File: src/rtl/uart_pkg.sv
// Shared UART definitions: FSM state encoding, default bit timing, sample helpers.
// Used by uart_rx (and uart_tx).
package uart_pkg;

  localparam int unsigned CLKS_PER_BIT_DEFAULT = 868;
  localparam int unsigned CNT_W                = 16;
  localparam int unsigned DATA_W               = 8;
  localparam int unsigned IDX_W                = 3;

  typedef enum logic [2:0] {
    IDLE      = 3'd0,
    START     = 3'd1,
    DATA      = 3'd2,
    STOP      = 3'd3,
    WAIT_HIGH = 3'd4
  } uart_state_e;

  // 2-of-3 vote used when majority sampling is enabled
  function automatic logic maj3(input logic a, input logic b, input logic c);
    return (a & b) | (a & c) | (b & c);
  endfunction

endpackage

File: src/rtl/uart_sync.sv
// Two-flop synchronizer for the asynchronous serial line; resets to the idle level (1).
module uart_sync (
  input  logic clk,
  input  logic reset,
  input  logic d,
  output logic q
);

  logic meta;

  always_ff @(posedge clk or negedge reset) begin
    if (!reset) begin
      meta <= 1'b1;
      q    <= 1'b1;
    end else begin
      meta <= d;
      q    <= meta;
    end
  end

endmodule

File: src/rtl/uart_rx.sv
// UART receiver: 8N1, LSB first, mid-bit sampling, one-cycle valid / frame-error pulses.
// Optional macro UART_RX_MAJORITY_EN enables 2-of-3 majority sampling around each sample point.
module uart_rx
  import uart_pkg::*;
#(
  parameter int unsigned CLKS_PER_BIT = CLKS_PER_BIT_DEFAULT
) (
  input  logic              clk,
  input  logic              reset,
  input  logic              rx_serial,
  output logic [DATA_W-1:0] rx_data,
  output logic              rx_valid,
  output logic              rx_frame_err,
  output logic              rx_busy
);

  localparam logic [CNT_W-1:0] HALF_CNT = CNT_W'((CLKS_PER_BIT - 1) / 2);
  localparam logic [CNT_W-1:0] LAST_CNT = CNT_W'(CLKS_PER_BIT - 1);
  localparam logic [IDX_W-1:0] LAST_IDX = IDX_W'(DATA_W - 1);

  logic              rx_s;
  logic              sample_c;
  uart_state_e       state, state_nxt;
  logic [CNT_W-1:0]  clk_cnt, cnt_nxt;
  logic [IDX_W-1:0]  bit_idx, idx_nxt;
  logic [DATA_W-1:0] shift, shift_nxt;
  logic [DATA_W-1:0] data_nxt;
  logic              valid_nxt, err_nxt;

  uart_sync u_sync (
    .clk   (clk),
    .reset (reset),
    .d     (rx_serial),
    .q     (rx_s)
  );

`ifdef UART_RX_MAJORITY_EN
  // Window is the two previous synchronized values plus the current one; decision cycle unchanged
  logic rx_d1, rx_d2;

  always_ff @(posedge clk or negedge reset) begin
    if (!reset) begin
      rx_d1 <= 1'b1;
      rx_d2 <= 1'b1;
    end else begin
      rx_d1 <= rx_s;
      rx_d2 <= rx_d1;
    end
  end

  assign sample_c = maj3(rx_d2, rx_d1, rx_s);
`else
  assign sample_c = rx_s;
`endif

  // State and datapath registers
  always_ff @(posedge clk or negedge reset) begin
    if (!reset) begin
      state        <= IDLE;
      clk_cnt      <= '0;
      bit_idx      <= '0;
      shift        <= '0;
      rx_data      <= '0;
      rx_valid     <= 1'b0;
      rx_frame_err <= 1'b0;
      rx_busy      <= 1'b0;
    end else begin
      state        <= state_nxt;
      clk_cnt      <= cnt_nxt;
      bit_idx      <= idx_nxt;
      shift        <= shift_nxt;
      rx_data      <= data_nxt;
      rx_valid     <= valid_nxt;
      rx_frame_err <= err_nxt;
      rx_busy      <= (state_nxt != IDLE);
    end
  end

  // Next-state and output decode
  always_comb begin
    state_nxt = state;
    cnt_nxt   = clk_cnt;
    idx_nxt   = bit_idx;
    shift_nxt = shift;
    data_nxt  = rx_data;
    valid_nxt = 1'b0;
    err_nxt   = 1'b0;

    case (state)
      IDLE: begin
        cnt_nxt = '0;
        idx_nxt = '0;
        if (!rx_s) state_nxt = START;
      end

      START: begin
        if (clk_cnt == HALF_CNT) begin
          cnt_nxt   = '0;
          state_nxt = sample_c ? IDLE : DATA;
        end else begin
          cnt_nxt = clk_cnt + CNT_W'(1);
        end
      end

      DATA: begin
        if (clk_cnt == LAST_CNT) begin
          cnt_nxt            = '0;
          shift_nxt[bit_idx] = sample_c;
          if (bit_idx == LAST_IDX) begin
            idx_nxt   = '0;
            state_nxt = STOP;
          end else begin
            idx_nxt = bit_idx + IDX_W'(1);
          end
        end else begin
          cnt_nxt = clk_cnt + CNT_W'(1);
        end
      end

      STOP: begin
        if (clk_cnt == LAST_CNT) begin
          cnt_nxt = '0;
          if (sample_c) begin
            data_nxt  = shift;
            valid_nxt = 1'b1;
            state_nxt = IDLE;
          end else begin
            err_nxt   = 1'b1;
            state_nxt = WAIT_HIGH;
          end
        end else begin
          cnt_nxt = clk_cnt + CNT_W'(1);
        end
      end

      // A held-low line reports one error, then waits for idle before rearming
      WAIT_HIGH: begin
        if (rx_s) state_nxt = IDLE;
      end

      default: state_nxt = IDLE;
    endcase
  end

endmodule
File: config.mk
export PLATFORM = sky130hd
export DESIGN_NAME = uart_rx
export DESIGN_NICKNAME = d
export VERILOG_FILES = /design/src/rtl/uart_pkg.sv /design/src/rtl/uart_sync.sv /design/src/rtl/uart_rx.sv
export SDC_FILE = /design/constraint.sdc
export NUM_CORES = 1
export LEC_CHECK = 0
export ABC_AREA = 1
export ABC_CLOCK_PERIOD_IN_PS = 1600
export CORE_ASPECT_RATIO = 0.75
export CORE_MARGIN = 8
export CORE_UTILIZATION = 59
export DETAILED_ROUTE_END_ITERATION = 8
export PLACE_DENSITY = 0.86
export SYNTH_ARGS = -nofsm -noshare
export SYNTH_HDL_FRONTEND = slang
export SYNTH_HIERARCHICAL = 1
export SYNTH_SLANG_ARGS = --single-unit
File: constraint.sdc
create_clock -name clk -period 1.6 [get_ports clk]
set_input_delay 0.4 -clock clk [delete_from_list [all_inputs] [get_ports clk]]
set_output_delay 0.4 -clock clk [all_outputs]
set_load 0.005 [all_outputs]
# Yosys cells after proc, flatten, opt, wreduce, memory -nomap -nowiden
# Index checks and enable logic that the tools add are counted.
dict set report totals {
  word_cells 55
  register_bits 43
  inputBits 3
}
dict set report op_classes {
  muxes 24
  addsub 2
  n_lt_le_gt_ge 2
  n_reduce_logical 9
  n_eq_ne 8
}
# operator count
set op_table {}
lappend op_table {{$pmux 16 s3} 1}
lappend op_table {{$mux 16} 2}
lappend op_table {{$mux 3} 9}
lappend op_table {{$add 16x1->16 const B} 1}
lappend op_table {{$eq 16x10->1 const B} 1}
lappend op_table {{$eq 16x9->1 const B} 1}
lappend op_table {{$pmux 3 s5} 1}
lappend op_table {{$bwmux 8} 1}
lappend op_table {{$mux 1} 7}
lappend op_table {{$eq 3x2->1 const B} 2}
lappend op_table {{$eq 3x3->1 const B} 2}
lappend op_table {{$pmux 3 s2} 1}
lappend op_table {{$reduce_bool 3->1} 2}
lappend op_table {{$lt 3x4->1 const B} 1}
lappend op_table {{$reduce_and 2->1} 2}
lappend op_table {{$add 3x1->3 const B} 1}
lappend op_table {{$demux 1 s3} 1}
lappend op_table {{$eq 3x1->1 const B} 1}
lappend op_table {{$ge 3x1->1 const B} 1}
lappend op_table {{$logic_not 3->1} 1}
lappend op_table {{$reduce_and 3->1} 1}
lappend op_table {{$mux 2} 1}
lappend op_table {{$ne 2x2->1 const B} 1}
lappend op_table {{$reduce_bool 2->1} 1}
lappend op_table {{other kinds (2)} 2}

# Logic depth before layout (Yosys ltp)
# Gate-level depths: netlist of the first run.
dict set report logic_depth {
  ltp_word 5
  ltp_mapped 11
  ltp_nobuf 11
}

# Cells and area by module
# Netlist of the first run, hierarchy kept.
# module n_inst area_per_inst_um2 cells_each
set modules_own_cells {}
lappend modules_own_cells {uart_rx 1 2336.0 296}
lappend modules_own_cells {uart_sync 1 52.6 2}

# Least setup slack after synthesis of the first run
# No wires, ideal clock.
dict set report synth_timing {
  kind {register to register}
  start {register clk_cnt[1]}
  end {register clk_cnt[7]}
  path_stages_with_launch 9
  required_time_ps 1480
  arrival_time_ps 1312
  setup_time_ps 120
  path_slack_ps 169
  path_cell_list {dfrtp_1 > ha_1 > nand3_1 > nor2_4 > nand2_4 > nand2_4 > nand2_4 > nor2_8 > nor2_2}
}
dict set report synth_via {
  elab_chain_len 3
  word_cells_on_any_way 6
  cone_classes {1 x add/sub; 2 x eq/ne; 3 x mux}
}
# element line
set synth_rtl {}
lappend synth_rtl {{start: declaration} uart_rx.sv:24} ;# logic [CNT_W-1:0] clk_cnt, cnt_nxt;
lappend synth_rtl {{start signal: assignment} uart_rx.sv:69} ;# clk_cnt <= cnt_nxt;
lappend synth_rtl {{$add 16x1->16 (tied with other cells)} {uart_rx.sv:101, uart_rx.sv:116, uart_rx.sv:132}}
lappend synth_rtl {{$mux 16 (on tied branches)} {uart_rx.sv:106, uart_rx.sv:121, uart_rx.sv:97}}
lappend synth_rtl {{$pmux 16 s3 *} uart_rx.sv:89} ;# case (state)
# Mark *: on every way between the ends. The rest lies on a longest branch, timed or not.
# A chain may end at the register's enable or synchronous reset.

# Worst setup path in the final report of the first run
dict set report layout_timing {
  start {register rx_data[0]}
  end {output rx_data[0]}
}
# element line
set layout_rtl {}
lappend layout_rtl {{start: declaration} uart_rx.sv:11} ;# output logic [DATA_W-1:0] rx_data,
lappend layout_rtl {{start signal: assignment} uart_rx.sv:72} ;# rx_data <= data_nxt;
# No word-level cell between the ends.

==> results of run 1 <==
## metal layers
metal,track usage (%),routed length (µm),vias to the layer above
met5,0,0,-
met4,7.35,108,0
met3,4.17,435,10
met2,26.0,2380,67
met1,26.3,2490,971
li1,-,-,1020
## worst paths after layout
kind                                   from     endpoint  slack (ns)  depth (start not counted)
max in group asynchronous             reset  clk_cnt[11]        1.05                          2
worst min register to register  u_sync/meta     u_sync/q        0.36                          0
worst min-delay path                  reset   bit_idx[0]        0.05                          1
worst max register to register   clk_cnt[1]   clk_cnt[9]        0.09                         11
worst max-delay path             rx_data[0]   rx_data[0]        0.04                          1
min in group clk                u_sync/meta     u_sync/q        0.36                          0
## state kept, by name (all words and copies together) (netlist names)
register and flops:
bit_idx 3, u_sync/meta 1, state 3, u_sync/q 1, rx_busy 1, rx_frame_err 1
rx_data 8, shift 8, clk_cnt 16, rx_valid 1
## stage by stage
stage                     setup TNS [ns]  instance area (µm²)  util (%)  power, mW  setup WS, ns
after floorplan                        0                 2390         -       1.12         0.169
final                                  0                 2820      70.9       1.85        0.0382
after detailed placement         -0.0192                 2670      67.1       1.15       -0.0192
after global placement                 0                 2670      67.1       1.15        0.0763
after global routing                   0                 2820      70.9       1.90     0.0000666
after CTS                              0                 2760      69.4       1.86        0.0188
## final cells by class
class | count | area, µm² | share of cell area [%]
tap | 55 | 68.8 | 2.44
clock inverter | 1 | 5.00 | 0.177
inverter | 32 | 131 | 4.65
clock buffer | 7 | 86.3 | 3.06
multi-input combinational | 221 | 1200 | 42.7
timing repair buffer | 27 | 241 | 8.55
sequential | 43 | 1080 | 38.4
## kinds of logic after synthesis
logic type                 count (synthesis)  synth area share [%]
and+or+nand+nor                          186                  38.7
DFF                                       43                  45.2
AOI/OAI and AO/OA                         26                  6.18
buffers and inverters                     34                  6.08
adders and majority gates                  4                  2.10
xor gates and xnor gates                   5                  1.83
## cell usage in the layout (no fill, tap or decap), drive strengths merged
cell type      count
ha                 4
and2               1
o21ai             19
nand2             94
nor3               8
dfrtp             41
xnor2              1
nand3             26
dfstp              2
a21o               1
nor2              46
a22oi              1
dlygate4sd2        1
clkdlybuf4s50     11
o211ai             3
buf               15
or2                1
inv               28
clkbuf             7
nand4             10
xor2               4
a21oi              2
clkinv             5
## where the power goes
part	switching (mW)	total [mW]	internal, mW	leakage (nW)
Sequential	0.00336	1.09	1.09	0.565
Clock	0.371	0.719	0.348	0.0482
Combinational	0.0249	0.0332	0.00834	0.676
Total	0.399	1.85	1.45	1.29
## what timing repair did
item / in CTS / in global routing
endpoints found under the setup margin: 3 / 22
endpoints found under the hold margin: 0 / 0
pin swaps: 0 / 4
resized for setup: 2 / 15
buffers inserted: 0 / 2
==> out/results.env, run 1 <==
HOLD-WORST-SLACK_NS=0.0550
CTS-ROOT-TO-SINK-BUFFERS=2
SYN_TO_FINAL_GROWTH_PCT=18.2
SYN_AVG_CELL_AREA_UM2=8.02
CTS.ROOT.BUFFER_CELL='clkbuf_8'
NUM_ROWS=20
OUTCOME='finished, final reports clean'
MAX_CAP_VIOLATIONS=0
TIMING.CRITICAL_PATH.FROM_TYPE='register'
DRCVIOLATIONCOUNT=0
DRIVE_ABOVE_1_SHARE_PCT=22.4
SYNTH-ASYNC-RESET-RATIO_PCT=100
CTS_MAX_LEVEL=2
WORST-PATH-MAX-FANOUT=2
VIA_PER_INST=5.36
POSTSYNTHNETCOUNT=305
POST_SYNTH_NUM_CELL_TYPES=32
YS_WARN_COUNT=6
SYN_INST=298
HOLD_PATH_CLASS='input port to async pin'
MAXCLOCKFREQUENCY_GHz=0.640
ANTENNA_FOUND_INITIAL=0
GR-USAGE-ALL-LAYERS_PCT=18.4
BUF_INV_STAGES_CRIT_PATH=1
SYNTH-EDFF-COUNT=0
PLACED_CELLS_INCL_TAPS=376
DRT_FIRST_ITER_VIOLATIONS=214
WORST_EP_REQUIRED_TIME_NS=1.20
INITIAL_CORE_UTIL_PCT=60.0
MAX_SLEW.WORST_PIN.SLEW_NS=0.510
SETUP.WORST_PATH.END_CLASS='output pin'
YOSYS.CELL_COUNT.TOP_TYPE='nand2_1'
DRT-WIRELENGTH-PER-CELL_UM=14.0
DRT_PASS1_ITERATIONS=4
SETUP_VIOLATING_ENDPOINT_COUNT_IN_THE_FINAL_REPORT=0
VIAS=2068
WORST_PATH_LARGEST_CELL_DELAY_NS=0.50
NFILLCELLS=307
DIE_AREA_UM2=6360
TIMING.FINAL.MAX_SLEW_VIOLATIONS=0
P_LEAK_nW=1.29
DIE_W_UM=89.5
CLOCK_TREE_FROM_TRITONCTS='yes'
DP_HPWL_MM=4.00
CLKTRANSATPATHREGS_NS=0.08
CRITPATHARRIVALTIME_NS=1.16
DIE_Y_UM=71.1
GRT_PASS1_VIAS=1928
CTS.SINK_COUNT=43
SYNTH-SEQ-CELLS=43
PLACEMENT.IO_BUFFERS=13
GRT_SETUP_UNREPAIRED='no'
GP_ROUTABILITY_CONGESTION=0.936
TIMING.MAX_SLEW.REL_SLACK_PCT=66.0
FIN_CRIT_SH_PCT=97.6
NETLIST_AREA_UM2=2390
GRT_MAX_DEGREE=24
SYNTH.YOSYS.SEQ_AREA_SHARE_PCT=45.2
IO_PINS=14
SYNTHTOPCELLSBYCOUNT='nand2_1, dfrtp_1, nor2_1, inv_1, nand3_1'
SYNTH_TOP_AREA_CELL='dfrtp_1'
CP_TOP_DELAY_FAMILY='buffers and inverters'
DRTANTENNAVIOLNETS=0
GRT-OVFL-TOTAL=0
POWER.IR.VDD_WORST_mV=0.705
DIODES=0
POWER-PER-CELL-AREA_nW_PER_UM2=654
FINALHOLDVIOLATIONS=0
TYPE_OF_THE_WORST_SETUP_PATH='register to output pin'
COUNT_OF_HOLD_BUFFERS_INSERTED_BY_POST_CTS_REPAIR=0
POST-SYNTH-TOP-AREA-FRACTION_PCT=43.0
LAYOUT.NETS=337
LARGEST_CLOCK_SKEW_IN_THE_FINAL_DESIGN_NS=0.0111
YS_TOP_CELLS_BY_AREA='dfrtp_1, nand2_1, nand3_1, nor2_1, inv_1'
FINALCRITICALPERIOD_NS=1.56
CRIT_CHAIN='clkdlybuf4s50_1'
WIRE_LENGTH_OF_THE_FIRST_GLOBAL_ROUTING_PASS_MM=9.10
TOTAL_CLOCK_BUFFERS_CREATED_BY_CTS=5
WL_MM=5.42
CORE_REGION_UM2=3980
TIMING.CRITICAL_PATH.SLOWEST_STAGE_CELL='clkdlybuf4s50_1'
SYNTH-MAIN-FF-CELL='dfrtp_1'
FINAL_CELL_COUNT_NO_FILL=386
CLOCK_LATENCY_NS=0.31
Note: power is estimated with default switching activity, not from simulation.
==> run 2: changes to the inputs <==
CORE_ASPECT_RATIO = 0.5   (was 0.75)
GPL_TIMING_DRIVEN = 0   (was not set)
MAX_ROUTING_LAYER = met4   (was not set)
==> run 2 against run 1 <==
Net effect:
- sequential share of layout area fell by 0.29 points
- clock skew grew 0.00059 ns
- setup slack got worse by 0.022 ns
- first-iteration DRC count decreased by 32%
==> out/results.env, run 2 (same netlist as run 1, synthesis figures left out) <==
MAXCLOCKFREQUENCY_GHz=0.631
RRSETUPSLACK_NS=0.07
DRCVIOLATIONCOUNT=0
DRT_PASS1_ITERATIONS=5
TOP_REGISTER='clk_cnt'
CTS.ROOT.BUFFER_CELL='clkbuf_8'
NUM_ROWS=16
GP_ROUTABILITY_CONGESTION=0.903
IO_PINS=14
CP-STARTPOINT='rx_data[4]'
GRT_MAX_DEGREE=26
WORST_EP_REQUIRED_TIME_NS=1.20
LARGESTREGISTERS='clk_cnt (16), rx_data (8), shift (8)'
POWER-PER-CELL-AREA_nW_PER_UM2=652
FINALHOLDVIOLATIONS=0
CORE_REGION_UM2=3900
FIN_CRIT_SH_PCT=99.0
POST-LAYOUT-TOTAL-POWER_mW=1.86
VIAS=2120
TIMING.FINAL.MAX_SLEW_VIOLATIONS=0
FINAL_DESIGN_AREA_NO_FILL_UM2=2850
SETUP.WORST_PATH.END_CLASS='output pin'
R2R_CELLS=8
LARGEST_CLOCK_SKEW_IN_THE_FINAL_DESIGN_NS=0.0117
CTS_MAX_LEVEL=2
FINALCRITICALPERIOD_NS=1.58
CP_NUM_CELLS=1
HOLD_PATH_CLASS='input port to async pin'
INITIAL_CORE_UTIL_PCT=61.2
TIMING.MAX_SLEW.REL_SLACK_PCT=66.7
FINAL_CELL_MIX='nand2_1, dfrtp_1, nor2_1'
CRITPATHARRIVALTIME_NS=1.18
POWER.IR.VDD_WORST_mV=0.347
CTS.SINK_COUNT=43
CLKTRANSATPATHREGS_NS=0.10
VIA_PER_INST=5.56
MOST_COMMON_LIBRARY_CELL_IN_THE_LAYOUT_IGNORING_FILL_AND_TAPS='nand2_1'
BUF_INV_STAGES_CRIT_PATH=1
DIODES=0
TYPE_OF_THE_WORST_SETUP_PATH='register to output pin'
DIE_AREA_UM2=6460
DRTANTENNAVIOLNETS=0
TOTAL_CLOCK_BUFFERS_CREATED_BY_CTS=5
LAYOUT.NETS=333
ANTENNA_FOUND_INITIAL=0
P_LEAK_nW=1.38
DP_HPWL_MM=3.93
CRIT_CHAIN='clkdlybuf4s50_1'
MAX_SLEW.WORST_PIN.SLEW_NS=0.499
CLOCK_LATENCY_NS=0.31
GR-USAGE-ALL-LAYERS_PCT=18.0
GRT-OVFL-TOTAL=0
COUNT_OF_HOLD_BUFFERS_INSERTED_BY_POST_CTS_REPAIR=0
POST_DP_CELL_AREA_UM2=2610
DRIVE_ABOVE_1_SHARE_PCT=22.3
DRT_FIRST_ITER_VIOLATIONS=146
CP_TOP_DELAY_FAMILY='buffers and inverters'
OUTCOME='finished, final reports clean'
CRIT-REG2REG-CAPTURE='rx_busy'
WIRE_LENGTH_OF_THE_FIRST_GLOBAL_ROUTING_PASS_MM=8.92
MAX_CAP_VIOLATIONS=0
LARGEST_REGISTER_FF_COUNT=16
WORST-PATH-MAX-FANOUT=2
CTS-ROOT-TO-SINK-BUFFERS=2
TIMING.CRITICAL_PATH.FROM_TYPE='register'
DIE_W_UM=106
DRT-WIRELENGTH-PER-CELL_UM=14.4
WL_MM=5.49
SYN_TO_FINAL_GROWTH_PCT=19.2
SETUP_VIOLATING_ENDPOINT_COUNT_IN_THE_FINAL_REPORT=0
DIE_Y_UM=61.0
TIMING.CRITICAL_PATH.SLOWEST_STAGE_CELL='clkdlybuf4s50_1'
WORST_R2R_STARTPOINT='clk_cnt[15]'
PLACEMENT.IO_BUFFERS=13
WORST_PATH_LARGEST_CELL_DELAY_NS=0.51
WORST_SETUP_PATH_ENDPOINT='rx_data[4]'
NFILLCELLS=289
GRT_PASS1_VIAS=2083
CLOCK_TREE_FROM_TRITONCTS='yes'
run 2: through the flow:
stage	setup slack, ns	utilization (%)	hold WS (ns)	instances	TNS (ns)
2_1_floorplan	0.169	-	0.104	298	0
3_3_place_gp	-0.900	66.3	0.346	365	-37.84
3_5_place_dp	-0.00934	66.8	0.347	366	-0.00934
4_1_cts	0.00491	69.5	0.0579	375	0
5_1_grt	-0.0277	72.9	0.0794	381	-0.0842
6_report	0.0163	72.9	0.0435	381	0
run 2: layout make-up:
class,instances,area [µm²],area share (%)
Clock buffer,5,68.8,2.42
Sequential cell,43,1090,38.1
Timing Repair Buffer,21,220,7.73
Inverter,32,129,4.53
Buffer,2,16.3,0.571
Clock inverter,3,23.8,0.835
Multi-Input combinational cell,221,1240,43.4
Tap cell,54,67.6,2.37
run 2: per-layer routing:
metal	vias to the layer above	global-route usage [%]	part of all wire [%]	wire (µm)
li1	1015	-	-	-
met1	1025	19.0	41	2270
met2	63	31.4	51	2800
met3	17	4.13	5.4	296
met4	0	10.9	2.2	123
met5	-	-	0	0
run 2: power breakdown:
group | switching (mW) | internal [mW]
Clock | 0.413 | 0.312
Combinational | 0.0261 | 0.0103
Sequential | 0.00294 | 1.09
run 2: worst min-delay path by stage:
stage	slack, ns	depth (start not counted)	startpoint	to
2_1_floorplan	0.10	0	reset	bit_idx[0]
3_3_place_gp	0.35	0	u_sync/meta	u_sync/q
3_5_place_dp	0.35	0	u_sync/meta	u_sync/q
4_1_cts	0.06	1	reset	clk_cnt[0]
5_1_grt	0.08	1	reset	rx_data[7]
6_report	0.04	1	reset	clk_cnt[0]
run 2: repair_timing:
item / in CTS / in global routing
setup buffers: 1 / 6
resized for setup: 1 / 26
gates cloned: 0 / 0
setup endpoints to repair: 10 / 37
pin swaps: 1 / 5
==> run 3: changes to the inputs <==
PLACE_DENSITY = 0.85   (was 0.86)
==> run 3 against run 2 <==
Net effect:
- sequential share of layout area rose by 0.17 points
- critical path depth did not move
- utilization fell by 0.32 points
- die area did not move
- routed wire length fell by 1.1%
- power rose by 0.76%
- design area fell by 0.44%
- first-iteration DRC count rose by 11%
- setup slack improved by 0.029 ns
- via count fell by 1.3%
==> out/results.env, run 3 (same netlist as run 1, synthesis figures left out) <==
WORST-PATH-MAX-FANOUT=2
CLKTRANSATPATHREGS_NS=0.09
CRIT_CHAIN='clkdlybuf4s50_1'
CLOCK_TREE_FROM_TRITONCTS='yes'
DRTANTENNAVIOLNETS=0
MAXCLOCKFREQUENCY_GHz=0.643
CORE_REGION_UM2=3900
CP_NUM_CELLS=1
HOLD_PATH_CLASS='input port to async pin'
DIE_Y_UM=61.0
POWER.IR.VDD_WORST_mV=0.388
CLOCK_LATENCY_NS=0.31
HOLD-WORST-SLACK_NS=0.0371
INITIAL_CORE_UTIL_PCT=61.2
TOTAL_CLOCK_BUFFERS_CREATED_BY_CTS=5
SETUP.WORST_PATH.END_CLASS='output pin'
MAX_SLEW.WORST_PIN.SLEW_NS=0.485
LAYOUT.NETS=334
IO_PINS=14
WORST_R2R_STARTPOINT='clk_cnt[4]'
CTS_MAX_LEVEL=2
MAX_CAP_VIOLATIONS=0
SYN_TO_FINAL_GROWTH_PCT=18.7
DIE_W_UM=106
CP-STARTPOINT='rx_data[6]'
FINAL_CELL_MIX='nand2_1, dfrtp_1, nor2_1'
DRT_PASS1_ITERATIONS=4
VIA_PER_INST=5.48
LARGEST_REGISTER_FF_COUNT=16
RRSETUPSLACK_NS=0.08
FINALHOLDVIOLATIONS=0
CP_TOP_DELAY_FAMILY='buffers and inverters'
GRT_MAX_DEGREE=26
TIMING.CRITICAL_PATH.SLOWEST_STAGE_CELL='clkdlybuf4s50_1'
TYPE_OF_THE_WORST_SETUP_PATH='register to output pin'
GP_ROUTABILITY_CONGESTION=0.898
POWER-PER-CELL-AREA_nW_PER_UM2=659
DRT_FIRST_ITER_VIOLATIONS=162
VIAS=2092
P_LEAK_nW=1.40
MOST_COMMON_LIBRARY_CELL_IN_THE_LAYOUT_IGNORING_FILL_AND_TAPS='nand2_1'
GR-USAGE-ALL-LAYERS_PCT=17.8
TOP_REGISTER='clk_cnt'
SETUP-TNS-FINAL_NS=0
DIODES=0
CTS.SINK_COUNT=43
LARGEST_CLOCK_SKEW_IN_THE_FINAL_DESIGN_NS=0.00740
WORST_EP_REQUIRED_TIME_NS=1.20
TIMING.MAX_SLEW.REL_SLACK_PCT=67.7
CRIT-REG2REG-CAPTURE='clk_cnt[12]'
DRT-WIRELENGTH-PER-CELL_UM=14.2
NUM_ROWS=16
FIN_CRIT_SH_PCT=97.1
TIMING.CRITICAL_PATH.FROM_TYPE='register'
DP_HPWL_MM=3.79
LARGESTREGISTERS='clk_cnt (16), rx_data (8), shift (8)'
WORST_PATH_LARGEST_CELL_DELAY_NS=0.50
DRIVE_ABOVE_1_SHARE_PCT=22.3
GRT_PASS1_VIAS=1981
CRITPATHARRIVALTIME_NS=1.15
PLACEMENT.IO_BUFFERS=13
WIRE_LENGTH_OF_THE_FIRST_GLOBAL_ROUTING_PASS_MM=8.80
FINALCRITICALPERIOD_NS=1.55
DIE_AREA_UM2=6460
DRCVIOLATIONCOUNT=0
R2R_CELLS=7
SETUP_VIOLATING_ENDPOINT_COUNT_IN_THE_FINAL_REPORT=0
CTS-ROOT-TO-SINK-BUFFERS=2
OUTCOME='finished, final reports clean'
BUF_INV_STAGES_CRIT_PATH=1
ANTENNA_FOUND_INITIAL=0
CTS.ROOT.BUFFER_CELL='clkbuf_8'
TIMING.FINAL.MAX_SLEW_VIOLATIONS=0
WL_MM=5.42
GRT-OVFL-TOTAL=0
-- run 3: cell types whose count changed in the layout (fill, tap and decap cells not counted), sizes merged --
cell           delta
clkdlybuf4s50     -1
dlymetal6s2s      +1
inv               -1
clkinv            +2
clkinvlp          -1
buf               +1
-- run 3: what timing repair did --
item	4_1_cts	5_1_grt
setup buffers	1	7
gates resized for setup	1	23
pin swaps	0	5
endpoints found under the setup margin	8	39
hold buffers	0	0
-- run 3: through the flow --
stage               power, mW  cells  area (µm²)  worst slack (ns)  util, %
floorplan                1.12    298        2390             0.169        -
global placement         1.14    365        2590            -0.906     66.3
detailed placement       1.15    366        2610           -0.0130     66.8
CTS                      1.87    375        2710           0.00822     69.5
global route             1.93    382        2840           -0.0346     72.6
finish                   1.87    382        2840            0.0456     72.6
-- run 3: per-layer routing --
metal	up-vias	share of wire, %	track usage (%)
met3	7	6.6	4.45
met5	-	0	-
li1	1020	-	-
met4	0	1.1	8.32
met2	67	49	31.6
met1	998	43	18.9
-- run 3: worst max-delay path by stage --
stage                             end  slack [ns]
final                      rx_data[6]        0.05
after global routing      clk_cnt[12]       -0.03
after CTS                  clk_cnt[7]       0.008
after detailed placement   clk_cnt[7]       -0.01
after global placement    clk_cnt[15]       -0.91
after floorplan            clk_cnt[7]        0.17
-- run 3: layout make-up --
cell class                 count  area [µm²]
buffer                         2        16.3
clock buffer                   5        68.8
clock inverter                 3        25.0
fill                         277        1070
inverter                      32         129
multi-input combinational    221        1210
sequential                    43        1090
tap                           54        67.6
timing repair buffer          22         230
-- run 3: power by group --
group	leakage (nW)	internal [mW]	switching, mW	total (mW)
sequential	0.565	1.09	0.00301	1.09
combinational	0.791	0.0103	0.0262	0.0366
clock	0.0443	0.312	0.427	0.740
total	1.40	1.41	0.456	1.87
